[config.mk]
export PLATFORM = sky130hd
export DESIGN_NAME = ahbl_uart_rx
export DESIGN_NICKNAME = d
export VERILOG_FILES = /design/src/rtl/ahbl_uart_rx.sv
export SDC_FILE = /design/constraint.sdc
export NUM_CORES = 1
export LEC_CHECK = 0
export BUFFER_PORTS_ARGS = -buffer_cell sky130_fd_sc_hd__clkbuf_2
export CORE_AREA = 2 2 209 108
export CTS_CLUSTER_SIZE = 20
export DETAILED_ROUTE_END_ITERATION = 10
export DIE_AREA = 0 0 211 110
export GPL_TIMING_DRIVEN = 0
export PLACE_DENSITY_LB_ADDON = 0.3
export SLEW_MARGIN = 20
export SYNTH_ARGS = -nofsm -noshare
export SYNTH_HDL_FRONTEND = slang
export SYNTH_SLANG_ARGS = --single-unit
[constraint.sdc]
create_clock -name HCLK -period 3.1 [get_ports HCLK]
set_clock_uncertainty 0.2 [all_clocks]
set_input_delay 0.465 -clock HCLK [delete_from_list [all_inputs] [get_ports HCLK]]
set_output_delay 0.465 -clock HCLK [all_outputs]
set_load 0.02 [all_outputs]
[src/rtl/ahbl_uart_rx.sv]
// ahbl_uart_rx: AHB-Lite slave UART receiver (8N1, 16x oversampling) with a receive FIFO.
//
// Registers (word addressed by HADDR[3:2]):
//   0x0 DATA     RO  [7:0] FIFO head; a read pops the FIFO when it is not empty
//   0x4 STATUS       bit0 not_empty, bit1 full, bit2 overrun (W1C), bit3 frame_err (W1C),
//                    bit4 parity_err (W1C), [11:8] FIFO count
//   0x8 PRESCALE RW  oversample tick every PRESCALE+1 HCLK cycles
//   0xC CTRL     RW  bit0 rx_en, bit1 irq_en, bit2 parity_on, bit3 odd parity
//
// Optional feature macro UART_RX_PARITY_EN: adds the parity bit (CTRL[3:2], STATUS[4]).
// Without it those bits read 0 and no parity state exists.
//
// Ports:
//   HCLK, HRESETn       clock and asynchronous active-low reset
//   HADDR..HWDATA       AHB-Lite slave inputs (HSIZE ignored, word accesses only)
//   HREADYOUT, HRDATA   AHB-Lite slave outputs (no wait states)
//   rx                  serial input, idles high
//   irq                 level interrupt, registered
module ahbl_uart_rx #(
  parameter int unsigned FIFO_DEPTH = 8,
  parameter int unsigned PRESCALE_W = 16
) (
  input  logic        HCLK,
  input  logic        HRESETn,
  input  logic [31:0] HADDR,
  input  logic [1:0]  HTRANS,
  input  logic [2:0]  HSIZE,
  input  logic        HWRITE,
  input  logic        HREADY,
  input  logic        HSEL,
  input  logic [31:0] HWDATA,
  output logic        HREADYOUT,
  output logic [31:0] HRDATA,
  input  logic        rx,
  output logic        irq
);

  localparam int unsigned PtrW = $clog2(FIFO_DEPTH);
  localparam int unsigned CntW = PtrW + 1;

  typedef enum logic [2:0] {
    StIdle   = 3'd0,
    StStart  = 3'd1,
    StData   = 3'd2,
`ifdef UART_RX_PARITY_EN
    StParity = 3'd3,
`endif
    StStop   = 3'd4
  } state_e;

  logic unused_bus;
  assign unused_bus = ^{HSIZE, HADDR, HWDATA};
  assign HREADYOUT  = 1'b1;

  // Bus address/data phase tracking.
  logic       valid;
  logic [1:0] addr_q;
  logic       rd_q, wr_q;
  assign valid = HSEL & HREADY & HTRANS[1];

  always_ff @(posedge HCLK or negedge HRESETn) begin
    if (!HRESETn) begin
      addr_q <= 2'd0;
      rd_q   <= 1'b0;
      wr_q   <= 1'b0;
    end else begin
      if (valid) addr_q <= HADDR[3:2];
      rd_q <= valid & ~HWRITE;
      wr_q <= valid & HWRITE;
    end
  end

  logic wr_status, wr_presc, wr_ctrl;
  assign wr_status = wr_q & (addr_q == 2'd1);
  assign wr_presc  = wr_q & (addr_q == 2'd2);
  assign wr_ctrl   = wr_q & (addr_q == 2'd3);

  // Input synchronizer, resets to the idle level.
  logic [1:0] sync_q;
  logic       rx_sync;
  always_ff @(posedge HCLK or negedge HRESETn) begin
    if (!HRESETn) sync_q <= 2'b11;
    else          sync_q <= {sync_q[0], rx};
  end
  assign rx_sync = sync_q[1];

  // Control / status registers.
  logic [PRESCALE_W-1:0] prescale_q, presc_cnt_q;
  logic                  rx_en_q, irq_en_q, ovr_q, frm_q, irq_q;
  logic                  par_err, par_on, par_odd;
  logic                  tick, presc_clr, push_req, frame_set;
  logic                  not_empty, full, push, pop;

`ifdef UART_RX_PARITY_EN
  logic par_on_q, par_odd_q, par_err_q, par_set, par_bad_q, par_bad_d;
  always_ff @(posedge HCLK or negedge HRESETn) begin
    if (!HRESETn) begin
      par_on_q  <= 1'b0;
      par_odd_q <= 1'b0;
      par_err_q <= 1'b0;
      par_bad_q <= 1'b0;
    end else begin
      if (wr_ctrl) begin
        par_on_q  <= HWDATA[2];
        par_odd_q <= HWDATA[3];
      end
      par_err_q <= par_set | (par_err_q & ~(wr_status & HWDATA[4]));
      par_bad_q <= par_bad_d;
    end
  end
  assign par_err = par_err_q;
  assign par_on  = par_on_q;
  assign par_odd = par_odd_q;
`else
  assign par_err = 1'b0;
  assign par_on  = 1'b0;
  assign par_odd = 1'b0;
`endif

  always_ff @(posedge HCLK or negedge HRESETn) begin
    if (!HRESETn) begin
      prescale_q <= '0;
      rx_en_q    <= 1'b0;
      irq_en_q   <= 1'b0;
      ovr_q      <= 1'b0;
      frm_q      <= 1'b0;
      irq_q      <= 1'b0;
    end else begin
      if (wr_presc) prescale_q <= HWDATA[PRESCALE_W-1:0];
      if (wr_ctrl) begin
        rx_en_q  <= HWDATA[0];
        irq_en_q <= HWDATA[1];
      end
      // Set has priority over a W1C in the same cycle.
      ovr_q <= (push_req & full) | (ovr_q & ~(wr_status & HWDATA[2]));
      frm_q <= frame_set | (frm_q & ~(wr_status & HWDATA[3]));
      irq_q <= irq_en_q & (not_empty | ovr_q | frm_q | par_err);
    end
  end
  assign irq = irq_q;

  // Oversample prescaler; restarted on a start edge so bit sampling is phase-aligned.
  assign tick = rx_en_q & (presc_cnt_q == prescale_q);
  always_ff @(posedge HCLK or negedge HRESETn) begin
    if (!HRESETn)                             presc_cnt_q <= '0;
    else if (!rx_en_q || presc_clr || tick)   presc_cnt_q <= '0;
    else                                      presc_cnt_q <= presc_cnt_q + PRESCALE_W'(1);
  end

  // Receive FSM.
  state_e     state_q, state_d;
  logic [3:0] tick_cnt_q, tick_cnt_d;
  logic [2:0] bit_cnt_q, bit_cnt_d;
  logic [7:0] shift_q, shift_d;

  always_ff @(posedge HCLK or negedge HRESETn) begin
    if (!HRESETn) begin
      state_q    <= StIdle;
      tick_cnt_q <= 4'd0;
      bit_cnt_q  <= 3'd0;
      shift_q    <= 8'd0;
    end else begin
      state_q    <= state_d;
      tick_cnt_q <= tick_cnt_d;
      bit_cnt_q  <= bit_cnt_d;
      shift_q    <= shift_d;
    end
  end

  always_comb begin
    state_d    = state_q;
    tick_cnt_d = tick_cnt_q;
    bit_cnt_d  = bit_cnt_q;
    shift_d    = shift_q;
    push_req   = 1'b0;
    frame_set  = 1'b0;
    presc_clr  = 1'b0;
`ifdef UART_RX_PARITY_EN
    par_bad_d  = par_bad_q;
    par_set    = 1'b0;
`endif
    if (!rx_en_q) begin
      state_d    = StIdle;
      tick_cnt_d = 4'd0;
      bit_cnt_d  = 3'd0;
    end else begin
      case (state_q)
        StIdle: begin
          if (!rx_sync) begin
            state_d    = StStart;
            tick_cnt_d = 4'd0;
            presc_clr  = 1'b1;
          end
        end
        StStart: begin
          if (tick) begin
            if (tick_cnt_q == 4'd7) begin
              tick_cnt_d = 4'd0;
              bit_cnt_d  = 3'd0;
              state_d    = rx_sync ? StIdle : StData;
            end else begin
              tick_cnt_d = tick_cnt_q + 4'd1;
            end
          end
        end
        StData: begin
          if (tick) begin
            tick_cnt_d = tick_cnt_q + 4'd1;
            if (tick_cnt_q == 4'd15) begin
              shift_d   = {rx_sync, shift_q[7:1]};
              bit_cnt_d = bit_cnt_q + 3'd1;
              if (bit_cnt_q == 3'd7) begin
`ifdef UART_RX_PARITY_EN
                par_bad_d = 1'b0;
                state_d   = par_on ? StParity : StStop;
`else
                state_d   = StStop;
`endif
              end
            end
          end
        end
`ifdef UART_RX_PARITY_EN
        StParity: begin
          if (tick) begin
            tick_cnt_d = tick_cnt_q + 4'd1;
            if (tick_cnt_q == 4'd15) begin
              // Mismatch when data ones plus parity bit do not have the selected parity.
              par_bad_d = (^shift_q) ^ rx_sync ^ par_odd;
              par_set   = par_bad_d;
              state_d   = StStop;
            end
          end
        end
`endif
        StStop: begin
          if (tick) begin
            tick_cnt_d = tick_cnt_q + 4'd1;
            if (tick_cnt_q == 4'd15) begin
              state_d = StIdle;
              if (!rx_sync) frame_set = 1'b1;
`ifdef UART_RX_PARITY_EN
              else          push_req  = ~par_bad_q;
`else
              else          push_req  = 1'b1;
`endif
            end
          end
        end
        default: state_d = StIdle;
      endcase
    end
  end

  // Receive FIFO; fullness is judged before a same-cycle pop.
  logic [7:0]      mem_q [FIFO_DEPTH];
  logic [PtrW-1:0] wptr_q, rptr_q;
  logic [CntW-1:0] count_q;
  logic [4:0]      count_ext;

  assign not_empty = (count_q != '0);
  assign full      = (count_q == CntW'(FIFO_DEPTH));
  assign push      = push_req & ~full;
  assign pop       = rd_q & (addr_q == 2'd0) & not_empty;
  assign count_ext = 5'(count_q);

  always_ff @(posedge HCLK) begin
    if (push) mem_q[wptr_q] <= shift_q;
  end

  always_ff @(posedge HCLK or negedge HRESETn) begin
    if (!HRESETn) begin
      wptr_q  <= '0;
      rptr_q  <= '0;
      count_q <= '0;
    end else begin
      if (push) wptr_q <= wptr_q + PtrW'(1);
      if (pop)  rptr_q <= rptr_q + PtrW'(1);
      if (push && !pop)      count_q <= count_q + CntW'(1);
      else if (pop && !push) count_q <= count_q - CntW'(1);
    end
  end

  // Read data mux, only driven during a read data phase.
  always_comb begin
    HRDATA = 32'd0;
    if (rd_q) begin
      case (addr_q)
        2'd0: HRDATA[7:0] = not_empty ? mem_q[rptr_q] : 8'd0;
        2'd1: HRDATA[11:0] = {count_ext[3:0], 3'd0, par_err, frm_q, ovr_q, full, not_empty};
        2'd2: HRDATA[PRESCALE_W-1:0] = prescale_q;
        default: HRDATA[3:0] = {par_odd, par_on, irq_en_q, rx_en_q};
      endcase
    end
  end

endmodule

==> Word level (Yosys, flattened, before mapping) <==
Memory sizes are Yosys's and may differ from the RTL's.
Cells that the tools add are included.
Widths: inputs -> output; s select.
{ "totals": {"ram_bits": 64, "output_inout_bits": 34, "regBits": 71, "n_memories": 1} }
{ "memory_table": {"columns": ["name", "depth", "word_bits", "read_ports", "rd_clocked_by_memory_dff", "write_ports", "line_no", "text"], "rows": [
  ["mem_q", 8, 8, 1, 0, 1, "256", "logic [7:0] mem_q [FIFO_DEPTH];"]
]} }
{ "classes": {"addsub": 7, "n_eq_ne": 22, "muxes": 46, "n_bitwise": 25, "reduce_logical": 16} }
{ "op_table": {"columns": ["cell", "count"], "rows": [
  ["$mux 3", 14],
  ["$mux 16", 2],
  ["$mux 4", 8],
  ["$ne 3x3->1 const B", 8],
  ["$pmux 4 s3", 2],
  ["$and 1x1->1", 17],
  ["$add 16x1->16 const B", 1],
  ["$eq 16x16->1", 1],
  ["$pmux 4 s2", 2],
  ["$mux 1", 14],
  ["$pmux 3 s4", 1],
  ["$add 3x1->3 const B", 3],
  ["$add 4x1->4 const B", 2],
  ["$eq 4x4->1 const B", 2],
  ["$mux 8", 1],
  ["$reduce_and 4->1", 2],
  ["$reduce_and 8->1", 1],
  ["$eq 3x3->1 const B", 2],
  ["$pmux 3 s2", 1],
  ["$reduce_and 5->1", 1],
  ["$eq 2x2->1 const B", 2],
  ["$eq 4x3->1 const B", 1],
  ["$ne 4x2->1 const B", 1],
  ["$not 1->1", 4],
  ["16 further kinds", 23]
]} }

==> Logic depth before layout (Yosys ltp) <==
Gate-level depths: netlist of the first run.
{ "depth": {"ltp_word": 10, "depth_mapped": 13, "ltp_nobuf": 13} }

==> Worst setup path before layout of the first run <==
Ideal clock, no wire load.
{ "synth_timing": {"path_type": "reg2reg", "start": "register tick_cnt_q[0]", "end": "register count_q[3]", "setup_slack_ns": 0.178, "required_ns": 2.775, "setup_ns": 0.125, "stages_incl_launch_ff": 14, "t_arrival_ns": 2.596, "n_path_buf": 0, "path_cell_list": "dfrtp_1 ha_1 and3_1 and3_1 and2_1 and3_1 ha_1 inv_1 ha_1 a21o_1 a21oi_1 xnor2_1 nor2_1 xor2_1"} }
{ "synth_via": {"elab_chain_cells": 9, "word_cells_on_any_way": 11} }
{ "synth_lines": {"columns": ["item", "line_no", "text"], "rows": [
  ["from (decl)", "152", "logic [3:0] tick_cnt_q, tick_cnt_d;"],
  ["from (signal assigned)", "164", "tick_cnt_q <= tick_cnt_d;"],
  ["$eq 4x4->1 (*)", "239", "if (tick_cnt_q == 4'd15) begin"],
  ["$mux 1 (*)", "239", null],
  ["$mux 1 (*)", "237", "if (tick) begin"],
  ["$mux 1 (*)", "187", "case (state_q)"],
  ["$mux 1 (*)", "182", "if (!rx_en_q) begin"],
  ["$and 1x1->1 (*)", "263", "assign push = push_req & ~full;"],
  ["net push", "92", "logic not_empty, full, push, pop;"],
  ["$logic_not 1->1", "280", "else if (pop && !push) count_q <= count_q - CntW'(1);"],
  ["$logic_and 1x1->1", "280", null],
  ["$reduce_bool 2->1 (no line)", null, null],
  ["to (signal assigned)", "279", "if (push && !pop) count_q <= count_q + CntW'(1);"],
  ["to (signal assigned)", "280", null],
  ["to (decl)", "258", "logic [CntW-1:0] count_q;"]
]} }
Mark *: on every way through the listed nets, which the timed path passes. The rest lies on a longest branch.
A chain may end at the register's enable or synchronous reset.

==> Worst setup path after layout of the first run <==
{ "layout_timing": {"start": "register addr_q[0]", "end": "output HRDATA[1]"} }
{ "layout_via": {"elab_chain_cells": 3, "word_cells_on_any_way": 5} }
{ "layout_lines": {"columns": ["item", "line_no", "text"], "rows": [
  ["from (decl)", "57", "logic [1:0] addr_q;"],
  ["from (signal assigned)", "67", "if (valid) addr_q <= HADDR[3:2];"],
  ["$eq 2x2->1, or another cell as far along", "288", "case (addr_q)"],
  ["$pmux 4 s3 (*)", "288", null],
  ["$mux 16 (*)", "287", "if (rd_q) begin"],
  ["to (decl)", "33", "output logic [31:0] HRDATA,"]
]} }
Mark *: on every way between the ends. The rest lies on a longest branch, timed or not.

==> results of run 1 <==
## final cells by class
type	instances	area (um2)
Buffer	31	213
Clock buffer	19	433
Clock inverter	13	109
Fill cell	2032	13700
Inverter	12	45.0
Multi-Input combinational cell	308	2510
Sequential cell	135	3700
Tap cell	280	350
Timing Repair Buffer	55	330
## worst register-to-register path: stages, from the launching register on
cell and delay [ns]:
dfrtp_1 0.42, xor2_1 0.20, nor4_2 0.27, buf_4 0.17, and4_4 0.24, and3_4 0.23
ha_2 0.20, inv_2 0.06, ha_1 0.27, a21o_1 0.19, a21oi_2 0.14, xnor2_1 0.13
nor2_1 0.07, xor2_1 0.13
## sequential cells by signal, indices dropped and copies added, names as in the netlist, 4 cells and up
register / cells
mem_q: 64
tick_cnt_q: 4
prescale_q: 16
shift_q: 8
presc_cnt_q: 16
count_q: 4
## through the flow
stage / hold WS [ns] / TNS, ns / instance area [um2]
2_1_floorplan: -0.0306 / 0 / 6370
3_3_place_gp: 0.147 / -19.90 / 6920
3_5_place_dp: 0.151 / -11.16 / 6970
4_1_cts: 0.0429 / 0 / 7600
5_1_grt: 0.0591 / -0.364 / 7690
6_report: 0.0635 / 0 / 7690
## logic make-up (layout without fill, tap and decap cells)
kind of cell,count (synthesis),count (layout)
AND/OR/NAND/NOR,135,135
adder cells (fa/ha/maj),16,16
flip-flops,135,135
other,2,17
multiplexers,56,56
XOR/XNOR,39,39
buffers and inverters,45,130
AO/OA/AOI/OAI,45,45
## placed cells by master, fill, tap and decap left out, types with 3 or more instances in the layout
cell type | synthesis | layout
a22oi_1 | 4 | 4
clkinvlp_4 | 0 | 5
conb_1 | 2 | 17
buf_4 | 17 | 28
ha_1 | 14 | 12
clkbuf_16 | 0 | 17
nand4_1 | 5 | 5
a32o_1 | 4 | 4
nor2_1 | 40 | 34
xor2_1 | 21 | 21
inv_1 | 12 | 11
a21oi_1 | 7 | 6
and2_1 | 6 | 5
and3_1 | 9 | 8
nor4_1 | 4 | 4
o21ai_0 | 15 | 15
nand2_1 | 30 | 29
xnor2_1 | 18 | 18
dfrtp_1 | 69 | 66
clkbuf_1 | 9 | 7
mux2i_1 | 4 | 4
a21o_1 | 3 | 3
clkinv_2 | 0 | 4
mux4_2 | 16 | 16
clkbuf_4 | 0 | 3
edfxtp_1 | 64 | 64
nor4_2 | 3 | 3
clkbuf_2 | 0 | 41
nor3_1 | 6 | 4
dfrtp_2 | 0 | 3
buf_1 | 3 | 3
nor2_2 | 0 | 5
mux2_2 | 36 | 36
nand3_1 | 14 | 14
nand2b_1 | 4 | 4
## power groups by stage
| stage | clock network [W] | logic [W] | registers [W] |
|---|---|---|---|
| floorplan | 0 | 0.000420 | 0.00210 |
| global placement | 0 | 0.000559 | 0.00215 |
| detailed placement | 0 | 0.000578 | 0.00216 |
| CTS | 0.00190 | 0.000596 | 0.00212 |
| global route | 0.00199 | 0.000672 | 0.00215 |
| finish | 0.00187 | 0.000615 | 0.00213 |
## timing repair
| item | in CTS | in global routing |
|---|---|---|
| pin swaps | 5 | 4 |
| hold buffers | 2 | 0 |
| endpoints found under the setup margin | 68 | 42 |
| endpoints found under the hold margin | 37 | 0 |
| resized for setup | 19 | 15 |
| buffers inserted | 4 | 5 |
## how the worst max path moves through the flow
stage,cells after the start,slack [ns],to
CTS,7,0.002,HRDATA[0]
global placement,6,-0.74,mem_q[0][0]
global route,12,-0.08,count_q[3]
finish,6,0.07,HRDATA[1]
floorplan,13,0.18,count_q[3]
detailed placement,6,-0.32,mem_q[3][0]
## layer usage
metal / vias up / global-route usage / routed length, um
met2: 144 / 0.186 / 6210
met1: 2077 / 0.222 / 8120
met5: - / 0 / 0
met4: 0 / 0.0412 / 90
li1: 1882 / - / -
met3: 8 / 0.0391 / 1290
==> metrics, run 1 <==
status completed; Final nets 650; NetSw 0.00128 W; Critical Path RT 2.43 ns; hpwl dp 11.7 mm; DRC Markers 0; Tot Pwr 0.00462 W; clock latency on the worst-skew pair 0.42 ns; Buf+Inv Stages, Crit Path 3; CP cell instances inv_1 > ha_1 > clkbuf_2 > a21oi_1 > a31oi_1 > clkbuf_2; Compound-Gate Fraction of Synth Area 0.0482; ranking of synthesized cells by area edfxtp_1 (30%), dfrtp_1 (27%), mux2_2 (6.4%); HP Start HWRITE; Area Growth Syn to Fin 21.9%; origin of the worst setup path addr_q[0]; Reg-to-Reg End count_q[3]; Seq pwr share 0.461; most common cell in the synthesized netlist dfrtp_1; Logic pwr share 0.133; post-synthesis mux area share 0.128; #FFs+latches synth 135; diode count 0; worst hold endpoint rd_q; number of flops mapped to enable cells by yosys 64; Vias/cell 4.82; R2R cell count 13; Starting DRT DRC Count roughly 420; IO buf count 41; final cell count without fillers 853; Crit path top cell by count clkbuf_2; critical path startpoint category flop; Leak Pwr 2.89 nW; Hold WC Path Type input pin to flop; MaxCap Viol Count 0; clk root buf clkbuf_16; PD cells around 600 mW/mm2; pin count of the biggest net entering global routing 40; CORE AREA 0.0213 mm2; R2R Setup Slk 0.07 ns; Setup WS pre-CTS -0.320 ns; Critical Path Fanout Max 10; commonest cells in the netlist dfrtp_1 (69), edfxtp_1 (64), nor2_1 (40); fin util 0.360; Clk pwr share 0.405; GRT Util Overall 0.142; Syn Area/Cell 13.3 um2; Syn Std Cell Area 0.00631 mm2; register area share after synthesis 0.586; area leader, netlist edfxtp_1; FMAX around 330 MHz; die area around 0.023 mm2; CP max-delay cell dfrtp_1; Die W 211 um; sw frac 0.278; Crit Path Category flop to output pin; Max Root-Sink Buffers 2; placed cells 812; Slew @ Worst Pin 0.712 ns; CP top delay family buffers and inverters; Die Y 110 um; vias in the first global route 3862; synth unique cells 52; FF-to-FF Start prescale_q[9]; Synth Warn # 0; RSZ-0062 raised after global routing true; crit path time final 3.03 ns; Initial Utilization 0.296; CTS Buf Count 17; row count 38; via count 4111; Power Internal 0.00334 W; Most used DFF post-synth dfrtp_1; VDD IR-drop max 0.000385 V; CP endpoint kind output pin; Hold Path Stages 2; ANT nets after route 0; Worst Path Arrival roughly 2.4 ns; # setup viols final 0; clk slew on worst S/H paths 0.06 ns; setup slack after layout 0.0666 ns; main combinational cell family by area after synthesis multiplexers; routability cong. between 0.8 and 0.9; drt first pass iters 6; layout cells sized above 1 0.332; area share of fa/ha/maj cells after synthesis 0.0325; max incr delay on CP roughly 0.43 ns; I/O pin total 109; Synth Area in XOR/XNOR 0.0541; simple-gate area share of the yosys netlist 0.112; final WL 15.7 mm; Avg WL per Cell 18.4 um; share of the synthesized area in the top cell type 0.305; global-route wire length before repair 23.5 mm; Slew headroom 0.525; H-Tree Depth 4; initial antenna violation count 0; cells after synthesis between 400 and 500; fin crit share 0.979; Final Hold Vio Count 0; Async S/R FF share, synth 0.526; CTS tree done; CTS sink cnt 135; GRT overflow 0; Pins Over Slew Limit 0
Power figures use the tool's default switching activity.
==> run 2, diff against run 1 <==
Settings changed: RECOVER_POWER set to 100, TNS_END_PERCENT set to 10.
==> metrics, run 2 (synthesis gave the netlist of run 1 again) <==
status completed (unchanged); vias in the first global route 3863 (was 3862); layout cells sized above 1 0.330 (was 0.332); placed cells 812 (unchanged); CTS Buf Count 17 (unchanged); routability cong. 0.802 (unchanged); origin of the worst setup path count_q[0] (was addr_q[0]); via count 4093 (was 4111); clk slew on worst S/H paths 0.06 ns (about the same); GRT overflow 0 (unchanged); NetSw 0.00128 W (about the same); H-Tree Depth 4 (unchanged); setup slack after layout 0.0575 ns (was 0.0666 ns); critical path startpoint category flop (unchanged); PD cells 601 mW/mm2 (was 600 mW/mm2); Worst Path Arrival 3.14 ns (was 2.37 ns); final cell count without fillers 853 (unchanged); Vias/cell 4.80 (was 4.82); Starting DRT DRC Count 411 (was 423); commonest non-fill, non-tap cells in the layout dfrtp_1 (66), edfxtp_1 (64), clkbuf_2 (43) (was dfrtp_1 (66), edfxtp_1 (64), clkbuf_2 (41)); Slew @ Worst Pin 1.07 ns (was 0.712 ns); CP endpoint kind flop (was output pin); Hold WC Path Type input pin to flop (unchanged); Crit Path Category flop to flop (was flop to output pin); Initial Utilization 0.296 (unchanged); Slew headroom 0.284 (was 0.525); Critical Path RT 3.20 ns (was 2.43 ns); Avg WL per Cell 18.5 um (was 18.4 um); ANT nets after route 0 (unchanged); FF-to-FF Start count_q[0] (was prescale_q[9]); Seq pwr share 0.462 (was 0.461); Clk pwr share 0.407 (was 0.405); Final nets 650 (unchanged); Power Internal 0.00333 W (was 0.00334 W); FMAX 329 MHz (was 330 MHz); Die W 211 um (unchanged); global-route wire length before repair 23.5 mm (about the same); Die Y 110 um (unchanged); VDD IR-drop max 0.000388 V (was 0.000385 V); Top Registers mem_q (64), presc_cnt_q (16), prescale_q (16) (unchanged); pin count of the biggest net entering global routing 40 (unchanged); row count 38 (unchanged); I/O pin total 109 (unchanged); fin crit share 0.981 (was 0.979); clk root buf clkbuf_16 (unchanged); crit path time final 3.04 ns (was 3.03 ns); IO buf count 41 (unchanged); max reg flops 64 (unchanged); clock latency on the worst-skew pair 0.42 ns (about the same); drt first pass iters 5 (was 6); DRC Markers 0 (unchanged); MaxCap Viol Count 0 (unchanged); die area 0.0232 mm2 (unchanged); Setup WS pre-CTS -0.320 ns (unchanged); Fillers 2039 (was 2032); Critical Path Fanout Max 6 (was 10); RSZ-0062 raised after global routing true (unchanged); HP Start HWRITE (unchanged); CTS tree done (unchanged); sw frac 0.278 (about the same); most flop-heavy register mem_q (unchanged); diode count 0 (unchanged); hpwl dp 11.7 mm (unchanged); Leak Pwr 2.89 nW (about the same); Area Growth Syn to Fin 21.6% (was 21.9%); Final Hold Vio Count 0 (unchanged); CORE AREA 0.0213 mm2 (unchanged); Logic pwr share 0.132 (was 0.133); Hold WS 0.0554 ns (was 0.0635 ns); GRT Util Overall 0.142 (about the same); CTS sink cnt 135 (unchanged); Pins Over Slew Limit 0 (unchanged); Max Root-Sink Buffers 2 (unchanged); most common cell after layout, fill and taps aside dfrtp_1 (unchanged); final WL 15.8 mm (was 15.7 mm); initial antenna violation count 0 (unchanged); # setup viols final 0 (unchanged)
run 2: worst max-delay path, cell delays in order (launching register included):
cell	delay (ns)
dfrtp_1	0.47
or4_4	0.63
and2_1	0.28
nand2_2	0.15
ha_2	0.21
inv_2	0.06
ha_1	0.27
a21o_1	0.19
a21oi_2	0.14
xnor2_1	0.13
nor2_1	0.07
xor2_1	0.13
run 2: per-stage QoR:
stage,TNS (ns),power (W),util,instance area (um2)
floorplan,0,0.00253,-,6370
global placement,-19.90,0.00271,0.324,6920
detailed placement,-11.16,0.00273,0.327,6970
CTS,-0.0685,0.00462,0.355,7590
global route,-0.224,0.00480,0.359,7670
finish,0,0.00461,0.359,7670
run 2: cell type report:
type / count / area, um2 / share of cell area
timing repair buffer: 54 / 304 / 0.0396
clock buffer: 19 / 433 / 0.0564
sequential: 135 / 3700 / 0.483
multi-input combinational: 308 / 2510 / 0.327
clock inverter: 13 / 109 / 0.0142
tap: 280 / 350 / 0.0457
inverter: 12 / 45.0 / 0.00587
buffer: 32 / 218 / 0.0284
run 2: final timing paths:
check                                  to  slack, ns  depth (start not counted)
setup / recovery               count_q[3]       0.06                         11
hold / removal                       rd_q       0.06                          2
setup reg to reg               count_q[3]       0.06                         11
hold reg to reg                 sync_q[1]       0.16                          0
max in group asynchronous  presc_cnt_q[0]       0.64                          3
min in group asynchronous   tick_cnt_q[0]       0.56                          2
run 2: metal layers:
layer,global-route usage,wire length (um)
met3,0.0391,1180
met4,0.0412,86
met5,0,0
met1,0.223,8280
met2,0.186,6210
run 2: power groups by stage:
stage | clock network [W] | registers [W] | logic [W]
floorplan | 0 | 0.00210 | 0.000420
global placement | 0 | 0.00215 | 0.000559
finish | 0.00188 | 0.00213 | 0.000608
global route | 0.00199 | 0.00215 | 0.000665
detailed placement | 0 | 0.00216 | 0.000578
CTS | 0.00190 | 0.00212 | 0.000594
run 2: timing repair:
item / 4_1_cts / 5_1_grt
hold buffers: 2 / 0
pin swaps: 3 / 5
buffers inserted: 2 / 6
resized for setup: 18 / 17
gates cloned: 0 / 0
hold endpoints to repair: 37 / 0
setup endpoints to repair: 68 / 65
==> run 3, diff against run 2 <==
Settings changed: CORE_AREA 2 2 209 108 to 2 2 161 84, DIE_AREA 0 0 211 110 to 0 0 163 86.
==> metrics, run 3 (synthesis gave the netlist of run 1 again) <==
status finished, violations left (was completed); failing checks negative setup slack; row count 29 (was 38); Setup WS pre-CTS -0.117 ns (was -0.320 ns); Starting DRT DRC Count 281 (was 411); Pins Over Slew Limit 0 (unchanged); hpwl dp 8.70 mm (was 11.7 mm); storage element area 0.00370 mm2 (about the same); setup bufs post-CTS 0 (was 2); initial antenna violation count 0 (unchanged); placed cells 702 (was 812); routability cong. 0.823 (was 0.802); max incr delay on CP 0.75 ns (was 0.63 ns); I/O pin total 109 (unchanged); most common cell after layout, fill and taps aside dfrtp_1 (unchanged); final WL 13.0 mm (was 15.8 mm); CTS tree done (unchanged); Worst Path Arrival 2.99 ns (was 3.14 ns); critical path startpoint category flop (unchanged); PD cells 653 mW/mm2 (was 601 mW/mm2); Vias/cell 5.40 (was 4.80); crit path time final 3.15 ns (was 3.04 ns); die area 0.0140 mm2 (was 0.0232 mm2); final cell count without fillers 736 (was 853); area of the multi-input gates 0.00245 mm2 (was 0.00251 mm2); drt first pass iters 5 (unchanged); GRT overflow 0 (unchanged); clk slew on worst S/H paths 0.06 ns (about the same); ANT nets after route 0 (unchanged); Final Hold Vio Count 0 (unchanged); global-route wire length before repair 20.6 mm (was 23.5 mm); Max Root-Sink Buffers 2 (unchanged); H-Tree Depth 4 (unchanged); Slew headroom 0.0894 (was 0.284); diode count 0 (unchanged); Hold WC Path Type input pin to flop (unchanged); CP cell instances xor2_1 > nor4_2 > and4_4 > buf_2 > nand4_1 > nor2_1 (was or4_4 > and2_1 > nand2_2 > ha_2 > inv_2 > ha_1 > a21o_1 > a21oi_2 > xnor2_1 > nor2_1 > xor2_1); setup slack after layout -0.0455 ns (was 0.0575 ns); IO buf count 41 (unchanged); pin count of the biggest net entering global routing 50 (was 40); Top Registers mem_q (64), presc_cnt_q (16), prescale_q (16) (unchanged); Slew @ Worst Pin 1.37 ns (was 1.07 ns); Tot Pwr 0.00491 W (was 0.00461 W); fin util 0.601 (was 0.359); commonest non-fill, non-tap cells in the layout dfrtp_1 (67), edfxtp_1 (64), clkbuf_2 (40) (was dfrtp_1 (66), edfxtp_1 (64), clkbuf_2 (43)); CTS Buf Count 17 (unchanged); RSZ-0062 raised after global routing true (unchanged); via count 3974 (was 4093); Crit Path Category flop to flop (unchanged); layout cells sized above 1 0.300 (was 0.330); Area Growth Syn to Fin 19.2% (was 21.6%); VDD IR-drop max 0.000382 V (was 0.000388 V); Critical Path RT 2.95 ns (was 3.20 ns); Final nets 643 (was 650); CORE AREA 0.0125 mm2 (was 0.0213 mm2); GRT Util Overall 0.199 (was 0.142); fin crit share 1.01 (was 0.981); CP max-delay cell nor2_1 (was or4_4); Initial Utilization 0.504 (was 0.296); CP endpoint kind flop (unchanged); clock latency on the worst-skew pair 0.43 ns (was 0.42 ns); Die W 163 um (was 211 um); Leak Pwr 2.91 nW (was 2.89 nW); CTS sink cnt 135 (unchanged); vias in the first global route 3867 (was 3863); max reg flops 64 (unchanged); Critical Path Fanout Max 10 (was 6); most flop-heavy register mem_q (unchanged); FMAX 318 MHz (was 329 MHz); Die Y 86 um (was 110 um); Fillers 969 (was 2039); clk root buf clkbuf_16 (unchanged); Avg WL per Cell 17.7 um (was 18.5 um); DRC Markers 0 (unchanged); # setup viols final 32 (was 0); MaxCap Viol Count 0 (unchanged)
==> run 3: routing by layer <==
metal / vias up / GRT usage / wire length (um)
met2: 100 / 0.331 / 6480
met3: 27 / 0.0430 / 475
met1: 1984 / 0.257 / 5770
li1: 1863 / - / -
met4: 0 / 0.0829 / 267
met5: - / 0 / 0
==> run 3: timing repair <==
item | CTS | global route
gates resized for setup | 13 | 6
cloned | 0 | 0
endpoints found under the hold margin | 23 | 0
pin swaps | 1 | 0
endpoints found under the setup margin | 56 | 46
hold buffers | 3 | 0
==> run 3: worst paths after layout <==
path,endpoint,cells past startpoint,from,slack (ns)
max,mem_q[2][6],6,presc_cnt_q[12],-0.05
min,prescale_q[14],2,HWDATA[14],0.07
max reg2reg,mem_q[2][6],6,presc_cnt_q[12],-0.05
min reg2reg,sync_q[1],0,sync_q[0],0.16
max in group asynchronous,presc_cnt_q[6],3,HRESETn,0.52
min in group asynchronous,shift_q[4],2,HRESETn,0.68
==> run 3: cell type report <==
cell class	count	share of cell area
Sequential cell	135	0.492
Multi-Input combinational cell	308	0.326
Clock buffer	17	0.0566
Timing Repair Buffer	47	0.0339
Clock inverter	15	0.0303
Tap cell	170	0.0283
Buffer	32	0.0270
Inverter	12	0.00599
==> run 3: where the power goes <==
group / internal [W] / switching, W / leakage [nW] / total, W
Combinational: 0.000241 / 0.000316 / 1.22 / 0.000557
Sequential: 0.00198 / 0.000132 / 1.37 / 0.00211
Clock: 0.00139 / 0.000859 / 0.319 / 0.00224
Total: 0.00361 / 0.00131 / 2.91 / 0.00491
==> run 3: worst max-delay path: cells and delay by family, from the launching register on <==
kind | cells | cell delay [ns]
XOR/XNOR | 1 | 0.18
AND/OR/NAND/NOR | 4 | 1.72
flip-flops | 1 | 0.43
buffers and inverters | 1 | 0.23
==> run 3: per-stage QoR <==
step,hold slack (ns),setup TNS (ns),instance area [um2]
6_report,0.0701,-0.756,7520
5_1_grt,0.0670,-7.83,7520
4_1_cts,0.0588,-1.51,7550
3_5_place_dp,0.152,-3.74,6840
3_3_place_gp,0.147,-9.57,6790
2_1_floorplan,-0.0306,0,6370
